--- config.mk ---
export PLATFORM = sky130hd
export DESIGN_NAME = pwm_output_stage
export DESIGN_NICKNAME = d
export VERILOG_FILES = /design/src/rtl/pwm_output_stage.sv
export SDC_FILE = /design/constraint.sdc
export NUM_CORES = 1
export LEC_CHECK = 0
export CELL_PAD_IN_SITES_DETAIL_PLACEMENT = 1
export CELL_PAD_IN_SITES_GLOBAL_PLACEMENT = 2
export CORE_ASPECT_RATIO = 1.25
export CORE_UTILIZATION = 34
export CTS_BUF_LIST = sky130_fd_sc_hd__clkbuf_4 sky130_fd_sc_hd__clkbuf_8 sky130_fd_sc_hd__clkbuf_16
export DETAILED_ROUTE_END_ITERATION = 12
export GPL_TIMING_DRIVEN = 0
export PLACE_DENSITY = 0.8
export SLEW_MARGIN = 5
export SYNTH_ARGS = -nofsm -noshare
export SYNTH_HDL_FRONTEND = slang
export SYNTH_SLANG_ARGS = --single-unit
--- constraint.sdc ---
create_clock -name clk -period 2.1 [get_ports clk]
set_input_delay 0.315 -clock clk [delete_from_list [all_inputs] [get_ports clk]]
set_output_delay 0.315 -clock clk [all_outputs]
set_load 0.05 [all_outputs]
--- src/rtl/pwm_output_stage.sv ---
// Five-register control file driving 16 chip outputs as static-high, PWM or low.
// The duty cycle is double-buffered: it only takes effect at a period boundary.
module pwm_output_stage #(
  parameter int unsigned CLK_DIV  = 13,
  parameter int unsigned NUM_REGS = 5
) (
  input  logic        clk,
  input  logic        rst_n,
  input  logic        wr_valid,
  input  logic [6:0]  wr_addr,
  input  logic [7:0]  wr_data,
  output logic [15:0] out,
  output logic        period_start,
  output logic [7:0]  duty_active
);

  localparam int unsigned DIV_W = (CLK_DIV > 1) ? $clog2(CLK_DIV) : 1;

  logic [15:0]      en_out_q, en_out_d;
  logic [15:0]      en_pwm_q, en_pwm_d;
  logic [7:0]       duty_reg_q, duty_reg_d;
  logic [DIV_W-1:0] div_cnt_q, div_cnt_d;
  logic [7:0]       cnt_q, cnt_d;
  logic [7:0]       duty_active_q, duty_active_d;
  logic [15:0]      out_q, out_d;
  logic             period_start_q, period_start_d;

  logic tick;
  logic boundary;
  logic pwm_sig;

  always_comb begin
    en_out_d   = en_out_q;
    en_pwm_d   = en_pwm_q;
    duty_reg_d = duty_reg_q;
    if (wr_valid && (wr_addr < 7'(NUM_REGS))) begin
      case (wr_addr)
        7'd0:    en_out_d[7:0]  = wr_data;
        7'd1:    en_out_d[15:8] = wr_data;
        7'd2:    en_pwm_d[7:0]  = wr_data;
        7'd3:    en_pwm_d[15:8] = wr_data;
        7'd4:    duty_reg_d     = wr_data;
        default: ;
      endcase
    end
  end

  always_comb begin
    tick      = (div_cnt_q == DIV_W'(CLK_DIV - 1));
    boundary  = tick && (cnt_q == 8'hFF);
    div_cnt_d = tick ? '0 : div_cnt_q + 1'b1;
    cnt_d     = tick ? cnt_q + 8'd1 : cnt_q;
    // Shadow load uses the pre-write duty_reg_q, so a write landing on the
    // boundary edge waits for the following period.
    duty_active_d  = boundary ? duty_reg_q : duty_active_q;
    period_start_d = boundary;
  end

  always_comb begin
    pwm_sig = (duty_active_q == 8'hFF) || (cnt_q < duty_active_q);
    out_d   = en_out_q & (~en_pwm_q | {16{pwm_sig}});
  end

  always_ff @(posedge clk or negedge rst_n) begin
    if (!rst_n) begin
      en_out_q       <= '0;
      en_pwm_q       <= '0;
      duty_reg_q     <= '0;
      div_cnt_q      <= '0;
      cnt_q          <= '0;
      duty_active_q  <= '0;
      out_q          <= '0;
      period_start_q <= 1'b0;
    end else begin
      en_out_q       <= en_out_d;
      en_pwm_q       <= en_pwm_d;
      duty_reg_q     <= duty_reg_d;
      div_cnt_q      <= div_cnt_d;
      cnt_q          <= cnt_d;
      duty_active_q  <= duty_active_d;
      out_q          <= out_d;
      period_start_q <= period_start_d;
    end
  end

  assign out          = out_q;
  assign period_start = period_start_q;
  assign duty_active  = duty_active_q;

endmodule

# After elaboration in Yosys (flattened, before gate mapping)
# Index checks and enable logic that the tools add are counted.
# word_totals
input_bits	18
output_inout_bits	25
latch_bits	0
rom_bits	0
memories	0
register_bits	77
ram_bits	0
# classes
reduce_logical	9
div_mod_pow	0
n_eq_ne	7
muxes	1
mul	0
bitwise	3
magnitude_cmp	2
addsub	2
shifts	0
# op_table
operator	count
$and A16 B16 Y16	1
$eq A8 B8 Y1 const B	2
$not A16 Y16	1
$or A16 B16 Y16	1
$eq A7 B2 Y1 const B	2
$reduce_and A2 Y1	5
$add A8 B1 Y8 const B	1
$lt A8 B8 Y1	1
$eq A7 B1 Y1 const B	1
$eq A7 B3 Y1 const B	1
$logic_not A7 Y1	1
$lt A7 B3 Y1 const B	1
$add A4 B1 Y4 const B	1
$eq A4 B4 Y1 const B	1
$mux W4	1
$logic_and A1 B1 Y1	2
$logic_or A1 B1 Y1	1

# Longest topological paths before layout
# logic_depth
word_depth	4
depth_mapped	8
ltp_nobuf	6

# Worst setup path before layout
# OpenSTA, ideal clock, no wires.
# synth_timing
path_kind	register to register
startpoint	register duty_active_q[3] (netlist: duty_active[3])
endpoint	register out_q[10] (netlist: out[10])
t_arrival_ns	2.014
stages_incl_launch_ff	8
setup_time_ns	0.135
path_buffers	1
slack_ns	-0.049
t_required_ns	1.965
path_cell_list	dfrtp_1 inv_1 ha_1 o21a_1 o22ai_1 o32ai_1 clkbuf_1 a21boi_0
# synth_via
elab_chain_len	4
elab_cells_between_ends	5
# synth_lines
element	line_no	text
start, declared	24	logic [7:0] duty_active_q, duty_active_d;
start signal, assigned	80	duty_active_q <= duty_active_d;
$lt A8 B8 Y1 / $eq A8 B8 Y1 (equally long branches)	60	pwm_sig = (duty_active_q == 8'hFF) || (cnt_q < duty_active_q);
$logic_or A1 B1 Y1 *	60	
$or A16 B16 Y16 *	61	out_d = en_out_q & (~en_pwm_q | {16{pwm_sig}});
$and A16 B16 Y16 *	61	
via out_d[10]	25	logic [15:0] out_q, out_d;
end signal, assigned	81	out_q <= out_d;
end, declared	25	
# The timed path passes the listed nets; every way through them passes the cells marked *.
# A chain may end at the register's enable or synchronous reset.

# Final worst setup path
# layout_timing
startpoint	register cnt_q[3]
endpoint	register out_q[14] (netlist: out[14])
# layout_via
elab_chain_len	4
# layout_lines
element	line_no	text
start, declared	23	logic [7:0] cnt_q, cnt_d;
start signal, assigned	79	cnt_q <= cnt_d;
$lt A8 B8 Y1	60	
$logic_or A1 B1 Y1	60	
$or A16 B16 Y16	61	
$and A16 B16 Y16	61	
via out_d[14]	25	
# The timed path passes the listed nets, and every way through them passes these cells.

==> results.sh <==
export IMPL_synthTopCellsByCount="dfrtp_1 (77), mux2_2 (49), a21boi_0 (16), ha_1 (10), inv_1 (10)"
export IMPL_vias_per_cell=4.80
export IMPL_setup_ws_ns=0.119
export IMPL_yosysMostFrequentCell="dfrtp_1"
export IMPL_crit_fanout=10
export IMPL_period_needed_ns=1.98
export IMPL_cts_sinks=77
export IMPL_core_area_um2=8800
export IMPL_slew_limit_headroom_pct=64.7
export IMPL_place_hpwl_um=4590
export IMPL_place_gp_congestion=0.739
export IMPL_powerDensity_nw_per_um2=712
export IMPL_synth_area_um2=3120
export IMPL_post_dp_cell_area_um2=3710
export IMPL_synth_seq_cells=77
export IMPL_drtIter0Drc=89
export IMPL_clk_latency_ns=0.35
export IMPL_initial_core_util_pct=35.5
export IMPL_cts_buffers_inserted=9
export IMPL_firstDrtPassIters=3
export IMPL_finalCritPeriodShare_pct=94.3
export IMPL_ys_flop_type="dfrtp_1"
export IMPL_die_area_um2=9570
export IMPL_drc=0
export IMPL_synthTopCellsByArea="dfrtp_1 (62%), mux2_2 (18%), ha_1 (4.0%)"
export IMPL_fillers=888
export IMPL_crit_type="reg -> reg"
export IMPL_grt_start_max_net_pins=44
export IMPL_finClkSkew_ns=0.00729
export IMPL_startpoint_type="flip-flop"
export IMPL_nNetsFinal=299
export IMPL_track_usage_pct=15.3
export IMPL_antenna_found_initial=0
export IMPL_cts_tree="yes"
export IMPL_startpoint="cnt_q[3]$_DFFE_PN0P_"
export IMPL_finalSetupViolations=0
export IMPL_clk_pin_slew_ns=0.08
export IMPL_synth_seq_area_share_pct=61.7
export IMPL_hold_path_class="reg -> reg"
export IMPL_gr_total_overflow=0
export IMPL_grt_pass1_wl_um=10600
export IMPL_final_max_slew_viol_count=0
export IMPL_netlist_cell_type_count=29
export IMPL_worstPathRequired_ns=2.32
export IMPL_final_layout_size_suffix_gt1_share_pct=32.2
export IMPL_finalHoldViolations=0
export IMPL_p_leak_nw=1.86
export IMPL_status="completed"
export IMPL_max_cap_violations=0
export IMPL_endpoint_kind="flip-flop"
export IMPL_detail_route_antenna_nets=0
export IMPL_io_pins=43
export IMPL_final_cell_area_um2=4030
export IMPL_cp_arrival_ns=2.20
export IMPL_synthArstFlopShare_pct=100
export IMPL_ctsHtreeMaxLevel=3
export IMPL_antenna_cells=0
export IMPL_synth_edf_count=0
export IMPL_core_rowCount=38
export IMPL_num_vias=1900
export IMPL_die_w_um=87.7
export IMPL_port_buffer_count=42
export IMPL_yosys_area_top_type="dfrtp_1"
export IMPL_grt_pass1_vias=2003
export IMPL_synth_top_cell_area_share_pct=61.7
export IMPL_register_area_um2=1930
export IMPL_netlist_instances=209
export IMPL_min_from="en_pwm_q[11]$_DFFE_PN0P_"
export IMPL_multi_input_area_um2=1190
export IMPL_r2r_start="cnt_q[3]$_DFFE_PN0P_"
export IMPL_dpl_worst_slack_ns=-0.623
export IMPL_max_freq_mhz=505
export IMPL_fin_hold_ws_ns=0.452
export IMPL_yosysWarnings=0
export IMPL_irDropWorstVdd_uv=312
export IMPL_area_growth_syn_to_layout_pct=29.0
export IMPL_synthesis_nets=237
export IMPL_syn_avg_cell_area_um2=14.9
export IMPL_drt_wl_total_um=6440
export IMPL_wire_per_inst_um=16.3
export IMPL_worst_pin_slew_ns=0.528
export IMPL_die_h_um=109
export IMPL_ctsLongestPathBuffers=2
export IMPL_cts_root_buf="clkbuf_8"
## flip-flops by register name, summed over array words and instances, names as in the netlist
name          flops
period_start      1
en_out_q         16
en_pwm_q         16
out              16
cnt_q             8
duty_active       8
duty_reg_q        8
div_cnt_q         4
## per-stage QoR
step                util, %  instances  setup TNS (ns)  total power, mW
floorplan                 -        209               0             1.75
global placement       42.0        371         -168.66             1.88
detailed placement     42.2        372          -25.23             1.90
CTS                    45.0        392               0             2.91
global route           45.8        396        -0.00473             2.99
finish                 45.8        396               0             2.87
## power by group
group	total [mW]	internal, mW	switching, mW
registers	1.59	1.56	0.0314
logic	0.274	0.120	0.154
clock network	1.00	0.483	0.518
total	2.87	2.16	0.703
## per-layer routing
metal	GRT usage, %	up-vias	wire (um)
met5	0	-	0
met4	6.67	0	104
met3	5.15	8	233
met2	24.2	36	3270
met1	18.9	986	2830
li1	-	870	-
## area by class of cell
| cell class | count | area share, % |
|---|---|---|
| Buffer | 2 | 0.404 |
| Clock buffer | 11 | 3.76 |
| Clock inverter | 5 | 0.622 |
| Inverter | 10 | 0.933 |
| Multi-Input combinational cell | 119 | 29.7 |
| Sequential cell | 77 | 47.9 |
| Tap cell | 120 | 3.73 |
| Timing Repair Buffer | 52 | 12.9 |
## path summary, 6_finish.rpt
path | end | slack (ns) | cells after the start
max | out[14]$_DFF_PN0_ | 0.12 | 6
min | out[11]$_DFF_PN0_ | 0.45 | 1
max reg2reg | out[14]$_DFF_PN0_ | 0.12 | 6
min reg2reg | out[11]$_DFF_PN0_ | 0.45 | 1
max in group asynchronous | duty_active[3]$_DFFE_PN0P_ | 1.04 | 3
min in group asynchronous | cnt_q[6]$_DFFE_PN0P_ | 0.46 | 2
## what timing repair did
action                                  4_1_cts  5_1_grt
hold buffers                                  1        0
endpoints found under the setup margin       48       40
resized for setup                             8        6
endpoints found under the hold margin        34        0
buffers inserted                              4        4
pin swaps                                     3        3
## placed cells by master (no fill, tap or decap), types with 4 or more instances in the layout
cell type,instances
clkbuf_8,11
inv_1,10
xnor2_1,5
nand4_1,4
ha_1,10
buf_4,8
mux2_2,49
a21boi_0,15
dfrtp_1,75
nor2_1,4
clkdlybuf4s50_1,41
clkinv_2,5
## critical path: stages, from the launching register on
cell	delay, ns
dfrtp_1	0.45
ha_1	0.31
o21a_1	0.12
o22ai_1	0.11
o32ai_4	0.40
clkbuf_2	0.30
a21boi_0	0.15
## cell families (layout without fill, tap and decap cells)
family | Yosys count | count (layout) | share of synthesized area (%)
AND/OR/NAND/NOR | 26 | 26 | 6.70
flip-flops | 77 | 77 | 61.7
AO/OA/AOI/OAI | 26 | 26 | 6.01
XOR/XNOR | 8 | 8 | 2.25
buffers and inverters | 13 | 80 | 1.60
multiplexers | 49 | 49 | 17.7
adder cells (fa/ha/maj) | 10 | 10 | 4.01
Note: power is estimated with default switching activity, not from simulation.
